File: src/rtl/music_seq_ctrl.sv
// Song sequencer: walks a synchronous note ROM one entry per tick and feeds
// left/right half-period divisors to the square-wave note generator.
module music_seq_ctrl #(
    parameter int TICK_DIV   = 12500000,
    parameter int SONG_LEN   = 512,
    parameter int ADDR_W     = 9,
    parameter int GAP_CYCLES = 1250000
) (
    input  logic              clk,
    input  logic              rst,
    input  logic              start,
    input  logic              stop,
    input  logic              pause,
    input  logic              repeat_en,
    input  logic              articulate,
    input  logic [1:0]        tempo_sel,
    output logic [ADDR_W-1:0] rom_addr,
    input  logic [21:0]       rom_left,
    input  logic [21:0]       rom_right,
    output logic [21:0]       note_div_left,
    output logic [21:0]       note_div_right,
    output logic              playing,
    output logic              paused,
    output logic              done
);

    localparam int CNT_W = $clog2(2 * TICK_DIV + 1);

    localparam logic [1:0] ST_IDLE  = 2'd0;
    localparam logic [1:0] ST_LOAD  = 2'd1;
    localparam logic [1:0] ST_PLAY  = 2'd2;
    localparam logic [1:0] ST_PAUSE = 2'd3;

    localparam logic [CNT_W-1:0]  LEN_NORM  = CNT_W'(TICK_DIV);
    localparam logic [CNT_W-1:0]  LEN_FAST  = CNT_W'(TICK_DIV / 2);
    localparam logic [CNT_W-1:0]  LEN_SLOW  = CNT_W'(TICK_DIV * 2);
    localparam logic [CNT_W-1:0]  GAP_LEN   = CNT_W'(GAP_CYCLES);
    localparam logic [ADDR_W-1:0] LAST_ADDR = ADDR_W'(SONG_LEN - 1);

    logic [1:0]        state_reg, state_next;
    logic [ADDR_W-1:0] addr_reg, addr_next;
    logic [CNT_W-1:0]  cnt_reg, cnt_next;
    logic [CNT_W-1:0]  len_reg, len_next;
    logic [CNT_W-1:0]  tempo_len;
    logic              done_reg, done_next;
    logic              playing_reg, paused_reg;
    logic              load_en;
    logic              gap_next;
    logic [21:0]       rom_word [2];

    assign rom_word[0] = rom_left;
    assign rom_word[1] = rom_right;

    always_comb begin
        case (tempo_sel)
            2'd1:    tempo_len = LEN_FAST;
            2'd2:    tempo_len = LEN_SLOW;
            default: tempo_len = LEN_NORM;
        endcase
    end

    // Stop overrides everything; start only matters in IDLE, pause only in PLAY/PAUSE.
    always_comb begin
        state_next = state_reg;
        addr_next  = addr_reg;
        cnt_next   = cnt_reg;
        len_next   = len_reg;
        done_next  = 1'b0;
        if (stop) begin
            state_next = ST_IDLE;
            addr_next  = '0;
            cnt_next   = '0;
        end else begin
            case (state_reg)
                ST_IDLE: begin
                    addr_next = '0;
                    cnt_next  = '0;
                    if (start) state_next = ST_LOAD;
                end
                ST_LOAD: begin
                    len_next   = tempo_len;
                    cnt_next   = '0;
                    state_next = ST_PLAY;
                end
                ST_PLAY: begin
                    if (pause) begin
                        state_next = ST_PAUSE;
                    end else if (cnt_reg == len_reg - 1'b1) begin
                        cnt_next = '0;
                        if (addr_reg == LAST_ADDR) begin
                            addr_next = '0;
                            if (repeat_en) begin
                                state_next = ST_LOAD;
                            end else begin
                                state_next = ST_IDLE;
                                done_next  = 1'b1;
                            end
                        end else begin
                            addr_next  = addr_reg + 1'b1;
                            state_next = ST_LOAD;
                        end
                    end else begin
                        cnt_next = cnt_reg + 1'b1;
                    end
                end
                ST_PAUSE: begin
                    if (pause) state_next = ST_PLAY;
                end
                default: state_next = ST_IDLE;
            endcase
        end
    end

    // ROM data for the new address is valid by the end of LOAD.
    assign load_en  = (state_reg == ST_LOAD) && !stop;
    assign gap_next = articulate && (cnt_next >= len_next - GAP_LEN);

    generate
        for (genvar gi = 0; gi < 2; gi++) begin : chan
            logic [21:0] held_reg, held_next;
            logic [21:0] div_reg, div_next;

            assign held_next = load_en ? rom_word[gi] : held_reg;

            // A zero ROM entry is a rest; LOAD keeps the previous note to avoid a glitch.
            always_comb begin
                div_next = 22'd1;
                case (state_next)
                    ST_LOAD: div_next = div_reg;
                    ST_PLAY: begin
                        if (!gap_next && held_next != 22'd0) div_next = held_next;
                    end
                    default: div_next = 22'd1;
                endcase
            end

            always_ff @(posedge clk or negedge rst) begin
                if (!rst) begin
                    held_reg <= '0;
                    div_reg  <= 22'd1;
                end else begin
                    held_reg <= held_next;
                    div_reg  <= div_next;
                end
            end
        end
    endgenerate

    always_ff @(posedge clk or negedge rst) begin
        if (!rst) begin
            state_reg   <= ST_IDLE;
            addr_reg    <= '0;
            cnt_reg     <= '0;
            len_reg     <= LEN_NORM;
            done_reg    <= 1'b0;
            playing_reg <= 1'b0;
            paused_reg  <= 1'b0;
        end else begin
            state_reg   <= state_next;
            addr_reg    <= addr_next;
            cnt_reg     <= cnt_next;
            len_reg     <= len_next;
            done_reg    <= done_next;
            playing_reg <= (state_next == ST_LOAD) || (state_next == ST_PLAY);
            paused_reg  <= (state_next == ST_PAUSE);
        end
    end

    assign rom_addr       = addr_reg;
    assign note_div_left  = chan[0].div_reg;
    assign note_div_right = chan[1].div_reg;
    assign playing        = playing_reg;
    assign paused         = paused_reg;
    assign done           = done_reg;

endmodule

File: config.mk
export PLATFORM = sky130hd
export DESIGN_NAME = music_seq_ctrl
export DESIGN_NICKNAME = d
export VERILOG_FILES = /design/src/rtl/music_seq_ctrl.sv
export SDC_FILE = /design/constraint.sdc
export NUM_CORES = 1
export LEC_CHECK = 0
export ABC_AREA = 0
export BUFFER_PORTS_ARGS = -buffer_cell sky130_fd_sc_hd__clkbuf_2
export CAP_MARGIN = 20
export CELL_PAD_IN_SITES_DETAIL_PLACEMENT = 1
export CELL_PAD_IN_SITES_GLOBAL_PLACEMENT = 1
export CORE_ASPECT_RATIO = 1.2
export CORE_UTILIZATION = 48
export CTS_CLUSTER_SIZE = 8
export DETAILED_ROUTE_END_ITERATION = 6
export PLACE_DENSITY = 0.95
export SLEW_MARGIN = 20
export SYNTH_ARGS = -nofsm -noshare
export SYNTH_HDL_FRONTEND = slang
export SYNTH_SLANG_ARGS = --single-unit
File: constraint.sdc
create_clock -name clk -period 8.3 [get_ports clk]
set_input_delay 0.415 -clock clk [delete_from_list [all_inputs] [get_ports clk]]
set_output_delay 0.415 -clock clk [all_outputs]
set_load 0.01 [all_outputs]
# After elaboration in Yosys (flattened, before gate mapping)
# Cells that the tools add are included.
# classes
shift	0
n_div	0
multipliers	0
reduce_logical	13
bitwise_logic	0
eq_ne	12
n_lt_le_gt_ge	1
add_sub_neg	4
muxes	32
# op_table
op	count
$mux W25	5
$pmux W25 S2	2
$mux W22	4
$pmux W22 S2	2
$reduce_bool A22 Y1	2
$mux W9	4
$add A25 B1 Y25 const B	1
$eq A25 B25 Y1	1
$ge A25 B25 Y1	1
$sub A25 B1 Y25 const B	1
$sub A25 B21 Y25 const B	1
$pmux W9 S2	1
$mux W2	6
$eq A2 B2 Y1 const B	5
$add A9 B1 Y9 const B	1
$eq A9 B9 Y1 const B	1
$pmux W2 S4	1
$mux W1	7
$eq A2 B1 Y1 const B	3
$ne A3 B3 Y1 const B	2
$logic_and A1 B1 Y1	4
$reduce_and A3 Y1	1
$reduce_bool A3 Y1	1
$logic_not A1 Y1	2
other kinds (3)	3
# word_totals
output_inout_bits	56
regBits	152
rom_bits	0
input_bits	53
latch_bits	0
mem_bits_rw	0
memories	0

# Depth between registers and ports, before layout
# depth
depth_word	12
depth_mapped	28
ltp_nobuf	22

# Least setup slack after synthesis
# Ideal clock, no wire load.
# synth_timing
path_kind	reg2reg
start	reg state_reg[1]
end	reg chan[0].div_reg[0] (netlist: note_div_left[0])
setup_slack_ns	2.675
stages_incl_launch_ff	28
t_arrival_ns	5.541
synth_period_minus_slack_ns	5.625
required_time_ns	8.217
setup_ns	0.083
path_cell_list	dfrtp_1 > buf_2 > or3b_2 > clkbuf_1 > clkbuf_1 > buf_2 > buf_1 > clkbuf_1 > nand2_1 > nand2_1 > inv_1 > ha_1 > and3b_1 > o21ai_0 > nand3_1 > a211oi_1 > or3_1 > nand3_1 > a21oi_1 > xnor2_1 > ha_1 > nand2_1 > nor4_1 > a221o_1 > a21oi_1 > nor2_1 > a211o_1 > o32a_1
# synth_via
elab_chain_len	10
word_cells_on_any_way	27
# synth_rtl
element	line	text
start: declaration	40	logic [1:0] state_reg, state_next;
start signal: assignment	159	state_reg <= state_next;
$eq A2 B1 Y1	74	case (state_reg)
$mux W25	74	
$mux W25	69	if (stop) begin
named net len_next[4]	43	logic [CNT_W-1:0] len_reg, len_next;
$sub A25 B21 Y25	116	assign gap_next = articulate && (cnt_next >= len_next - GAP_LEN);
$ge A25 B25 Y1	116	
$logic_and A1 B1 Y1	116	
$logic_not A1 Y1	131	if (!gap_next && held_next != 22'd0) div_next = held_next;
$logic_and A1 B1 Y1	131	
$mux W22	131	
$pmux W22 S2	128	case (state_next)
end signal: assignment	143	div_reg <= div_next;
end: declaration	121	logic [21:0] div_reg, div_next;
# The timed path passes the listed nets, and every way through them passes these cells.
# A chain may end at the register's enable or synchronous reset.

# Worst setup path after layout
# layout_timing
start	reg len_reg[0]
end	reg chan[1].div_reg[0] (netlist: note_div_right[0])
# layout_via
elab_chain_len	12
word_cells_on_any_way	21
# layout_rtl
element	line	text
start: declaration	43	
start signal: assignment	162	len_reg <= len_next;
$sub A25 B1 Y25	88	end else if (cnt_reg == len_reg - 1'b1) begin
$eq A25 B25 Y1	88	
$mux W25	88	
$mux W25	86	if (pause) begin
$pmux W25 S2	74	
$mux W25	69	
named net cnt_next[15]	42	logic [CNT_W-1:0] cnt_reg, cnt_next;
$ge A25 B25 Y1	116	
$logic_and A1 B1 Y1	116	
$logic_not A1 Y1	131	
$logic_and A1 B1 Y1	131	
$mux W22	131	
$pmux W22 S2	128	
end signal: assignment	143	
end: declaration	121	
# The timed path passes the listed nets, and every way through them passes these cells.

==> metrics.txt <==
normalized max-slew margin 33.9%; Post-synth ARST share 100%; layout net count 1,064; Avg Inst Size Synth 9.46 µm²; Iter 0 DRT Violations 716; DR WL met2 15.7 mm; pin count of the biggest net entering global routing 82; placer congestion estimate 0.905; Setup Buffers After CTS 0; total number of vias 7,789; Starting Density 49.5%; Sink Count 152; worst slack, placed 2.06 ns; part of the cycle the worst path needs 76.0%; DRT antenna net count 0; Detail Placement HPWL 20.1 mm; vias in the first global route 8,665; Port Buffer Count 108; fmax 159 MHz; Crit Path Class reg -> reg; Setup-failing EPs final 0; top sig layer met4; Cell Area, Synth 0.00841 mm²; CP Max Fanout 44; core outline area 0.0170 mm²; max FFs per register 44; placement row count 52; Netlist cell types 72; vias per std cell 6.47; GR Overflow Total 0; R2R depth 20; WP depth 20; EDFF count, synth 0; Worst Path Required 8.65 ns; Ports 109; ANT cells 0; post-CTS sizing 0; met3 WL 2.40 mm; Fill cells 1,920; cts bufs inserted 17; slowest CP cell and4b_1; worst ir drop on vdd 0.157 mV; Pwr Density 239 mW/mm²; Slew Limit Fails 0; status completed; hold_ws 0.0289 ns; Die Area 0.0181 mm²; worst hold path type in -> async; flops & latches, synth 152; initial antenna violation count 0; leakage dissipation 4.91 nW; post-layout min period 6.31 ns; Least-Margin Pin Slew 0.990 ns; Worst setup SP type flip-flop; CTS Hold Bufs 0; Crit path max-delay family simple AND/OR/NAND/NOR gates; crit path buf inv count 2; # DRC 0; CP arrival 6.65 ns; # H-tree levels 4; prevailing post-synth register cell dfrtp_1; Die X-Extent 123 µm; share of cells above drive strength 1 17.7%; root buffer cell clkbuf_16; dpl cell area 0.00907 mm²; number of max-cap violations 0; final worst setup slack 1.99 ns; area growth from synthesis to layout 14.9%; All-Layer GR Usage 37.0%; max incr delay on CP 0.94 ns; CP cell instances inv_1, ha_1, nor3b_1, nand2_1, nor3_1, xnor2_1, or3_1, nand4b_1, and4b_1, nor3_1, ha_1, nand4_1, nor2_1, and2_1, a221o_1, a21oi_1, nor2_1, a211o_1, buf_4, o32a_1; Wirelength per Cell 26.4 µm; final instance area 0.00966 mm²; clock slew seen by the registers of the worst setup and hold paths 0.07 ns; WL met1 11.6 mm; first-pass GRT wire length 49.7 mm; die height 147 µm; CTS tree done; Detailed Route WL 31.8 mm; Clock Skew 0.0113 ns; register area share after synthesis 45.4%; Synth Instances 889; RSZ-0062 raised after global routing no; total number of yosys warnings 0; 1st-pass router iterations 5; setup TNS 0 ns; Clock Latency Late Sink 0.43 ns; Final Hold Viols 0; Synthesized Nets 978; crit end category flip-flop; clock buffer depth 2
==> layout by cell type (no fill, tap or decap), drive strengths merged, types with 4 or more instances in the layout <==
master / Yosys / layout
and2: 7 / 7
xnor2: 31 / 31
nand2: 96 / 96
ha: 36 / 36
a21o: 21 / 21
nor2: 42 / 42
dfstp: 14 / 14
nand3: 23 / 23
nor2b: 6 / 6
o211ai: 4 / 4
buf: 11 / 6
xor2: 22 / 22
dfrtp: 138 / 138
a21oi: 29 / 29
nor3b: 8 / 8
nand4: 26 / 26
a31oi: 7 / 7
and3: 7 / 7
mux2i: 49 / 49
or4: 7 / 7
nand3b: 7 / 7
nor3: 32 / 32
nor4: 11 / 11
o21ai: 66 / 66
clkinv: 0 / 4
or2: 8 / 8
inv: 73 / 80
a211oi: 4 / 4
nand2b: 12 / 12
clkbuf: 35 / 124
or3: 10 / 10
==> metrics by stage <==
step	power, mW	cells	util (%)
2_1_floorplan	1.25	889	-
3_5_place_dp	1.46	1172	53.4
4_1_cts	2.30	1203	56.9
6_report	2.31	1203	56.9
3_3_place_gp	1.41	1172	53.4
5_1_grt	2.38	1203	56.9
==> path summary, 6_finish.rpt <==
check | slack, ns | startpoint | end
max reg2reg | 1.99 | len_reg[0] | note_div_right[0]
min | 0.03 | rst | chan[0].held_reg[15]
min in group clk | 0.26 | rom_right[11] | chan[1].held_reg[11]
min reg2reg | 0.50 | note_div_left[13] | note_div_left[13]
max | 1.99 | len_reg[0] | note_div_right[0]
max in group asynchronous | 6.84 | rst | note_div_right[12]
==> worst reg2reg max path, cell delays in order, from the launching register on <==
cell,delay [ns]
dfrtp_1,0.43
inv_1,0.12
ha_1,0.19
nor3b_1,0.70
nand2_1,0.36
nor3_1,0.31
xnor2_1,0.13
or3_1,0.37
nand4b_1,0.20
and4b_1,0.94
nor3_1,0.20
ha_1,0.37
nand4_1,0.14
nor2_1,0.10
and2_1,0.18
a221o_1,0.31
a21oi_1,0.17
nor2_1,0.06
a211o_1,0.27
buf_4,0.27
o32a_1,0.42
==> final cells by class <==
cell class	instances	area (µm²)	area share, %
inverters	73	274	2.84
clock buffers	17	425	4.40
multi-input cells	618	4130	42.7
repair buffers	113	584	6.05
well taps	216	270	2.80
flip-flops and latches	152	3820	39.5
clock inverters	14	163	1.68
==> report_power, final <==
part	internal [mW]	switching, mW
sequential	0.866	0.0993
clock	0.451	0.357
combinational	0.178	0.355
total	1.49	0.811
==> cells in the mapped netlist (all sizes together), types with 8 or more instances <==
cell type / instances / share of area (%)
nor2: 42 / 1.9
dfstp: 14 / 4.4
a21oi: 29 / 1.8
nor3b: 8 / 0.77
inv: 73 / 3.3
nor3: 32 / 1.9
nor4: 11 / 1.1
nand4: 26 / 2.0
clkbuf: 35 / 1.6
a21o: 21 / 1.9
o21ai: 66 / 3.9
xor2: 22 / 2.3
mux2i: 49 / 5.8
ha: 36 / 5.4
nand2: 96 / 4.3
dfrtp: 138 / 41
xnor2: 31 / 3.2
nand3: 23 / 1.4
or2: 8 / 0.60
buf: 11 / 0.83
or3: 10 / 0.74
nand2b: 12 / 0.89
==> layer usage <==
layer	vias up	track usage, %
met5	-	0
met4	0	23.5
met3	165	9.67
met2	467	61.2
met1	3893	42.1
li1	3264	-
==> kinds of logic (layout without fill, tap and decap cells) <==
family                     after synthesis  in the layout  share of synthesized area [%]
and+or+nand+nor                        317            317                           20.0
AOI/OAI and AO/OA                      163            163                           12.2
DFF                                    152            152                           45.4
buffers and inverters                  119            217                           5.65
xor gates and xnor gates                53             53                           5.52
muxes                                   49             49                           5.83
adders and majority gates               36             36                           5.35
Note: power is estimated with default switching activity, not from simulation.
